**config.mk**
```make
export PLATFORM = sky130hd
export DESIGN_NAME = chan_pkt_mover_flat
export DESIGN_NICKNAME = d
export VERILOG_FILES = /design/src/rtl/chan_pkt_mover_if.sv /design/src/rtl/chan_pkt_mover.sv /design/src/flat_wrapper.sv
export SDC_FILE = /design/constraint.sdc
export NUM_CORES = 1
export LEC_CHECK = 0
export ABC_CLOCK_PERIOD_IN_PS = 7400
export BUFFER_PORTS_ARGS = -buffer_cell sky130_fd_sc_hd__buf_2
export CORE_AREA = 2 2 438 440
export DETAILED_ROUTE_END_ITERATION = 10
export DIE_AREA = 0 0 440 442
export PLACE_DENSITY = 0.3
export REMOVE_ABC_BUFFERS = 1
export SYNTH_ARGS = -nofsm -noshare
export SYNTH_HDL_FRONTEND = slang
export SYNTH_SLANG_ARGS = --single-unit
```
**constraint.sdc**
```tcl
create_clock -name i_clk -period 7.4 [get_ports i_clk]
set_input_delay 0.74 -clock i_clk [delete_from_list [all_inputs] [get_ports i_clk]]
set_output_delay 0.74 -clock i_clk [all_outputs]
set_load 0.1 [all_outputs]
```
**src/rtl/chan_pkt_mover_if.sv**
```systemverilog
// chan_pkt_mover_if: bundles the arbiter grant, the input-FIFO heads and the
// cache write port seen by chan_pkt_mover.
//   i_chan_en/i_chan_sel   grant strobe and granted port index
//   i_port_data/_empty     first-word-fall-through FIFO heads and empty flags
//   o_port_rd              one-hot FIFO pop
//   i_wr_full              cache write almost-full
//   o_wr_*                 registered cache write port
//   o_end/o_busy           packet-done pulse and busy flag back to the arbiter
//   o_err                  timeout abort flag (only with MOVER_TIMEOUT_EN)
// Modports: slave = the mover itself, master = its surroundings.
interface chan_pkt_mover_if #(
  parameter int PORTNUM = 16,
  parameter int DWIDTH  = 64
);
  localparam int SEL_W = $clog2(PORTNUM);

  logic                      i_chan_en;
  logic [SEL_W-1:0]          i_chan_sel;
  logic [PORTNUM*DWIDTH-1:0] i_port_data;
  logic [PORTNUM-1:0]        i_port_empty;
  logic [PORTNUM-1:0]        o_port_rd;
  logic                      i_wr_full;
  logic                      o_wr_en;
  logic [DWIDTH-1:0]         o_wr_data;
  logic                      o_wr_sop;
  logic                      o_wr_eop;
  logic [SEL_W-1:0]          o_wr_port;
  logic                      o_end;
  logic                      o_busy;
`ifdef MOVER_TIMEOUT_EN
  logic                      o_err;
`endif

  modport slave (
`ifdef MOVER_TIMEOUT_EN
    output o_err,
`endif
    input  i_chan_en, i_chan_sel, i_port_data, i_port_empty, i_wr_full,
    output o_port_rd, o_wr_en, o_wr_data, o_wr_sop, o_wr_eop, o_wr_port,
           o_end, o_busy
  );

  modport master (
`ifdef MOVER_TIMEOUT_EN
    input  o_err,
`endif
    output i_chan_en, i_chan_sel, i_port_data, i_port_empty, i_wr_full,
    input  o_port_rd, o_wr_en, o_wr_data, o_wr_sop, o_wr_eop, o_wr_port,
           o_end, o_busy
  );
endinterface

```
**src/rtl/chan_pkt_mover.sv**
```systemverilog
// chan_pkt_mover: after a grant from the channel arbiter, drains one complete
// packet (header + len payload words, len taken from header[LEN_W-1:0]) from
// the selected FWFT input FIFO into the shared cache write port, then pulses
// o_end so the arbiter can grant the next channel.
// Ports:
//   i_clk   clock
//   i_rst   asynchronous active-high reset
//   bus     chan_pkt_mover_if.slave (grant, FIFO heads/pops, write port,
//           o_end/o_busy, o_err when built with MOVER_TIMEOUT_EN)
// Build option MOVER_TIMEOUT_EN: a 10-bit idle counter aborts a packet whose
// source FIFO stays empty for 1023 consecutive cycles, writing one zero word
// marked eop and flagging o_err alongside o_end.
//
// state | meaning
// IDLE  | waiting for a grant
// HDR   | popping the header word, loading the payload length
// DATA  | popping payload words until the length runs out
// DONE  | one-cycle o_end pulse, coincident with the eop write
module chan_pkt_mover #(
  parameter int PORTNUM = 16,
  parameter int DWIDTH  = 64,
  parameter int LEN_W   = 8
) (
  input logic             i_clk,
  input logic             i_rst,
  chan_pkt_mover_if.slave bus
);
  localparam int SEL_W = $clog2(PORTNUM);

  typedef enum logic [1:0] {ST_IDLE, ST_HDR, ST_DATA, ST_DONE} state_t;

  state_t             state_q, state_d;
  logic [SEL_W-1:0]   sel_q, sel_d;
  logic [LEN_W-1:0]   len_q, len_d;
  logic               wr_en_q, wr_en_d;
  logic [DWIDTH-1:0]  wr_data_q, wr_data_d;
  logic               wr_sop_q, wr_sop_d;
  logic               wr_eop_q, wr_eop_d;
  logic [SEL_W-1:0]   wr_port_q, wr_port_d;
  logic [PORTNUM-1:0] port_rd;
  logic [DWIDTH-1:0]  head_word;
  logic               head_empty;
  logic               xfer;
  logic               beat;
`ifdef MOVER_TIMEOUT_EN
  logic [9:0]         idle_cnt_q, idle_cnt_d;
  logic               err_q, err_d;
  logic               timeout;
`endif

  assign head_word  = bus.i_port_data[int'(sel_q)*DWIDTH +: DWIDTH];
  assign head_empty = bus.i_port_empty[sel_q];
  assign xfer       = (state_q == ST_HDR) || (state_q == ST_DATA);
  assign beat       = xfer && !head_empty && !bus.i_wr_full;

`ifdef MOVER_TIMEOUT_EN
  // idle_cnt_q == 1022 while still empty means this is the 1023rd empty cycle.
  assign timeout = xfer && head_empty && (idle_cnt_q == 10'd1022);
`endif

  always_comb begin
    state_d   = state_q;
    sel_d     = sel_q;
    len_d     = len_q;
    wr_en_d   = 1'b0;
    wr_data_d = wr_data_q;
    wr_sop_d  = 1'b0;
    wr_eop_d  = 1'b0;
    wr_port_d = sel_q;
    port_rd   = '0;
`ifdef MOVER_TIMEOUT_EN
    idle_cnt_d = (xfer && head_empty) ? idle_cnt_q + 10'd1 : 10'd0;
    err_d      = (state_q == ST_DONE) ? 1'b0 : err_q;
`endif

    if (beat) begin
      port_rd[sel_q] = 1'b1;
      wr_en_d        = 1'b1;
      wr_data_d      = head_word;
    end

    case (state_q)
      ST_IDLE: begin
        if (bus.i_chan_en) begin
          sel_d   = bus.i_chan_sel;
          state_d = ST_HDR;
        end
      end
      ST_HDR: begin
        if (beat) begin
          wr_sop_d = 1'b1;
          len_d    = head_word[LEN_W-1:0];
          if (head_word[LEN_W-1:0] == '0) begin
            wr_eop_d = 1'b1;
            state_d  = ST_DONE;
          end else begin
            state_d  = ST_DATA;
          end
        end
      end
      ST_DATA: begin
        if (beat) begin
          len_d = len_q - 1'b1;
          if (len_q == LEN_W'(1)) begin
            wr_eop_d = 1'b1;
            state_d  = ST_DONE;
          end
        end
      end
      ST_DONE: begin
        state_d = ST_IDLE;
      end
      default: begin
        state_d = ST_IDLE;
      end
    endcase

`ifdef MOVER_TIMEOUT_EN
    // Timeout only fires on an empty FIFO, so it never collides with a beat.
    if (timeout) begin
      wr_en_d    = 1'b1;
      wr_data_d  = '0;
      wr_sop_d   = 1'b0;
      wr_eop_d   = 1'b1;
      err_d      = 1'b1;
      idle_cnt_d = 10'd0;
      state_d    = ST_DONE;
    end
`endif
  end

  always_ff @(posedge i_clk or posedge i_rst) begin
    if (i_rst) begin
      state_q   <= ST_IDLE;
      sel_q     <= '0;
      len_q     <= '0;
      wr_en_q   <= 1'b0;
      wr_data_q <= '0;
      wr_sop_q  <= 1'b0;
      wr_eop_q  <= 1'b0;
      wr_port_q <= '0;
    end else begin
      state_q   <= state_d;
      sel_q     <= sel_d;
      len_q     <= len_d;
      wr_en_q   <= wr_en_d;
      wr_data_q <= wr_data_d;
      wr_sop_q  <= wr_sop_d;
      wr_eop_q  <= wr_eop_d;
      wr_port_q <= wr_port_d;
    end
  end

`ifdef MOVER_TIMEOUT_EN
  always_ff @(posedge i_clk or posedge i_rst) begin
    if (i_rst) begin
      idle_cnt_q <= '0;
      err_q      <= 1'b0;
    end else begin
      idle_cnt_q <= idle_cnt_d;
      err_q      <= err_d;
    end
  end

  assign bus.o_err = (state_q == ST_DONE) && err_q;
`endif

  assign bus.o_port_rd = port_rd;
  assign bus.o_wr_en   = wr_en_q;
  assign bus.o_wr_data = wr_data_q;
  assign bus.o_wr_sop  = wr_sop_q;
  assign bus.o_wr_eop  = wr_eop_q;
  assign bus.o_wr_port = wr_port_q;
  assign bus.o_end     = (state_q == ST_DONE);
  assign bus.o_busy    = (state_q != ST_IDLE);
endmodule

```
**src/flat_wrapper.sv**
```systemverilog
// flat-port wrapper written by rule: the top's interface ports become plain ports
module chan_pkt_mover_flat 
#(
  parameter int PORTNUM = 16,
  parameter int DWIDTH  = 64,
  parameter int LEN_W   = 8
)
  (i_clk, i_rst, bus_i_chan_en, bus_i_chan_sel, bus_i_port_data, bus_i_port_empty, bus_i_wr_full, bus_o_port_rd, bus_o_wr_en, bus_o_wr_data, bus_o_wr_sop, bus_o_wr_eop, bus_o_wr_port, bus_o_end, bus_o_busy);
  chan_pkt_mover_if #(.PORTNUM(PORTNUM), .DWIDTH(DWIDTH)) bus_i ();
  input logic i_clk;
  input logic i_rst;
  input wire logic [$bits(bus_i.i_chan_en)-1:0] bus_i_chan_en;
  input wire logic [$bits(bus_i.i_chan_sel)-1:0] bus_i_chan_sel;
  input wire logic [$bits(bus_i.i_port_data)-1:0] bus_i_port_data;
  input wire logic [$bits(bus_i.i_port_empty)-1:0] bus_i_port_empty;
  input wire logic [$bits(bus_i.i_wr_full)-1:0] bus_i_wr_full;
  output wire logic [$bits(bus_i.o_port_rd)-1:0] bus_o_port_rd;
  output wire logic [$bits(bus_i.o_wr_en)-1:0] bus_o_wr_en;
  output wire logic [$bits(bus_i.o_wr_data)-1:0] bus_o_wr_data;
  output wire logic [$bits(bus_i.o_wr_sop)-1:0] bus_o_wr_sop;
  output wire logic [$bits(bus_i.o_wr_eop)-1:0] bus_o_wr_eop;
  output wire logic [$bits(bus_i.o_wr_port)-1:0] bus_o_wr_port;
  output wire logic [$bits(bus_i.o_end)-1:0] bus_o_end;
  output wire logic [$bits(bus_i.o_busy)-1:0] bus_o_busy;
  assign bus_i.i_chan_en = bus_i_chan_en;
  assign bus_i.i_chan_sel = bus_i_chan_sel;
  assign bus_i.i_port_data = bus_i_port_data;
  assign bus_i.i_port_empty = bus_i_port_empty;
  assign bus_i.i_wr_full = bus_i_wr_full;
  assign bus_o_port_rd = bus_i.o_port_rd;
  assign bus_o_wr_en = bus_i.o_wr_en;
  assign bus_o_wr_data = bus_i.o_wr_data;
  assign bus_o_wr_sop = bus_i.o_wr_sop;
  assign bus_o_wr_eop = bus_i.o_wr_eop;
  assign bus_o_wr_port = bus_i.o_wr_port;
  assign bus_o_end = bus_i.o_end;
  assign bus_o_busy = bus_i.o_busy;
  chan_pkt_mover #(.PORTNUM(PORTNUM), .DWIDTH(DWIDTH), .LEN_W(LEN_W)) u_core (.i_clk(i_clk), .i_rst(i_rst), .bus(bus_i));
endmodule
```
==> out/qor.yml <==
num-fill-cells: 21832
dp.cells: 4270
post_cts_buffers: 0
timing.final.crit_share_pct: 64.2
first_global_vias: 13623
cts_num_sinks: 85
max-vdd-ir-drop_v: 0.000211
status: "finished, final reports clean"
dieArea_um2: 194000
synth_warnings: 0
ys.flop_type: "dfrtp_1"
io_pins: 1137
gp_congestion: 0.916
area_growth_pct: 78.6
cap_violations: 0
slowest_delay_ns: 0.84
post-route-drc-count: 0
h-tree-depth: 3
crit_buf_inv: 2
synth_edf_count: 0
synthArstFlopShare_pct: 100
cts_buffers: 9
setup_violations: 0
path_class: "reg -> out"
finalClockSkew_ns: 0.0340
synth_common_cells: "316 x mux4_2, 85 x dfrtp_1, 41 x clkbuf_1, 36 x mux2_4, 29 x nand2_1"
core.rowCount: 160
yosys_register_bits: 85
avgSynthCellArea_um2: 16.4
yosysSeqAreaShare_pct: 18.7
nNetsFinal: 2825
hold_violations: 0
die_y_um: 442
viasPerCell: 3.10
final_cells: 4311
detail_route.wl_per_cell_um: 31.8
power_density_nw_per_um2: 426
drive_above_1_share_pct: 88.0
synth_top_area_share_pct: 62.6
synth_area_um2: 11400
max_freq_ghz: 0.211
cts_buffer_depth: 2
cts.repair.resized: 0
grt_max_degree: 108
worstPathRequired_ns: 6.66
grt_pass1_wl_mm: 167
cts_tree: "built"
root_buffer: "clkbuf_16"
hold_slack_ns: 0.375
core_um2: 190000
power_mw: 8.64
hold_class: "in -> async"
place_ws_ns: 2.81
startpoint_type: "register"
ant_nets: 0
cellLeakagePower_nw: 8.55
crit_path_start: "u_core.sel_q[0]"
path_delay_family: "flip-flops"
initialDrtViolationCount: 968
fin_util_pct: 10.7
slew_headroom_pct: 34.8
ys_types: 40
clk-insertion-delay-late_ns: 0.46
start_util_pct: 5.99
synth_largest_area_cell: "mux4_2"
worst_pin_slew_ns: 0.978
critPathSlowestCell: "dfrtp_4"
vias: 13369
slew_violations: 0
hpwl_mm: 123
cts_hold_buffers: 0
track_usage_pct: 13.7
routed_wl_mm: 137
ys_top_cells_by_area: "mux4_2 63%, dfrtp_1 19%, mux2_4 4.8%, mux2_2 2.7%, clkbuf_1 1.4%"
cp-end-kind: "output pin"
crit_fanout: 39
yosysMostFrequentCell: "mux4_2"
min_period_ns: 4.75
worstPathArrival_ns: 4.01
clk_pin_slew_ns: 0.09
fp.dieW_um: 440
detail_route.first_pass.iterations: 5
worst_slack_ns: 2.65
path_cells: "mux4_2, a22oi_1, nand2_8, inv_2, nand2_1, nor3_1, buf_2"
r2r-start: "u_core.sel_q[0]"
antenna_found_initial: 149
rsz0062_at_grt: "false"
port_buffers: 1136
postSynthCellCount: 692
grt_overflow: 0
## per-layer routing
metal,vias up,GRT usage (%),part of all wire (%)
li1,5302,-,-
met2,789,23.5,49
met3,212,3.83,8.5
met1,7008,17.3,41
met5,-,0,0.27
met4,58,1.70,1.3
## area by class of cell
| type | instances | area [µm²] | share of cell area (%) |
|---|---|---|---|
| Inverter | 12 | 50.0 | 0.247 |
| Tap cell | 2511 | 3140 | 15.5 |
| Clock buffer | 11 | 253 | 1.25 |
| Sequential cell | 85 | 2140 | 10.6 |
| Timing Repair Buffer | 1154 | 5830 | 28.7 |
| Antenna cell | 25 | 62.6 | 0.308 |
| Multi-Input combinational cell | 508 | 8770 | 43.2 |
| Clock inverter | 5 | 42.5 | 0.210 |
## power breakdown
part | internal [mW] | switching, mW | leakage, nW | total (mW)
Clock | 0.252 | 0.326 | 0.148 | 0.578
Combinational | 2.72 | 4.30 | 7.39 | 7.02
Sequential | 0.712 | 0.331 | 1.01 | 1.04
## worst reg2reg max path, stage by stage, from the launching register on
cell and delay, ns:
dfrtp_4 0.84, buf_4 0.61, buf_4 0.81, mux4_2 0.65, a22oi_1 0.56, nand2_1 0.28
nor4_2 0.37, nand4_1 0.14, o211ai_1 0.11
## state kept, by name, summed over array words and instances, names as in the netlist
signal	flops
u_core.bus.o_wr_data	64
u_core.bus.o_wr_en	1
u_core.bus.o_wr_eop	1
u_core.bus.o_wr_port	4
u_core.bus.o_wr_sop	1
u_core.len_q	8
u_core.sel_q	4
u_core.state_q	2
## cell usage in the layout, fill, tap and decap left out, types with 3 or more instances in the layout
cell type	count
o22ai_1	3
nand3_1	5
o21ai_0	6
buf_2	1136
clkbuf_16	9
a22oi_1	17
a21oi_1	10
inv_1	10
dfrtp_1	81
nor2_1	14
diode_2	25
dfrtp_4	4
mux2_4	36
nand2b_1	4
nand2_1	29
ha_1	7
mux2_2	27
mux4_2	316
nor3_1	5
buf_4	17
## logic make-up (layout without fill, tap and decap cells)
kind of cell | count (synthesis) | in the layout | synth area share (%)
AOI/OAI and AO/OA | 47 | 47 | 2.91
adders and majority gates | 7 | 7 | 0.771
buffers and inverters | 99 | 1182 | 4.23
DFF | 85 | 85 | 18.7
muxes | 382 | 382 | 70.3
other | 0 | 25 | 0
and+or+nand+nor | 72 | 72 | 3.04
## path summary, 6_finish.rpt
| check | to | slack (ns) | cells past startpoint |
|---|---|---|---|
| max reg2reg | u_core.state_q[0] | 2.94 | 8 |
| min in group i_clk | u_core.bus.o_wr_data[1] | 0.48 | 2 |
| max | bus_o_port_rd[12] | 2.65 | 7 |
| min reg2reg | u_core.bus.o_wr_data[1] | 0.48 | 2 |
| max in group asynchronous | u_core.bus.o_wr_data[56] | 5.85 | 3 |
| min | u_core.bus.o_wr_port[0] | 0.38 | 2 |
## stage by stage
stage	cell area, µm²	TNS, ns
2_1_floorplan	10900	-506.78
3_3_place_gp	19900	0
3_5_place_dp	19900	0
4_1_cts	20200	0
5_1_grt	20200	0
6_report	20300	0
(Power assumes the default switching activity.)
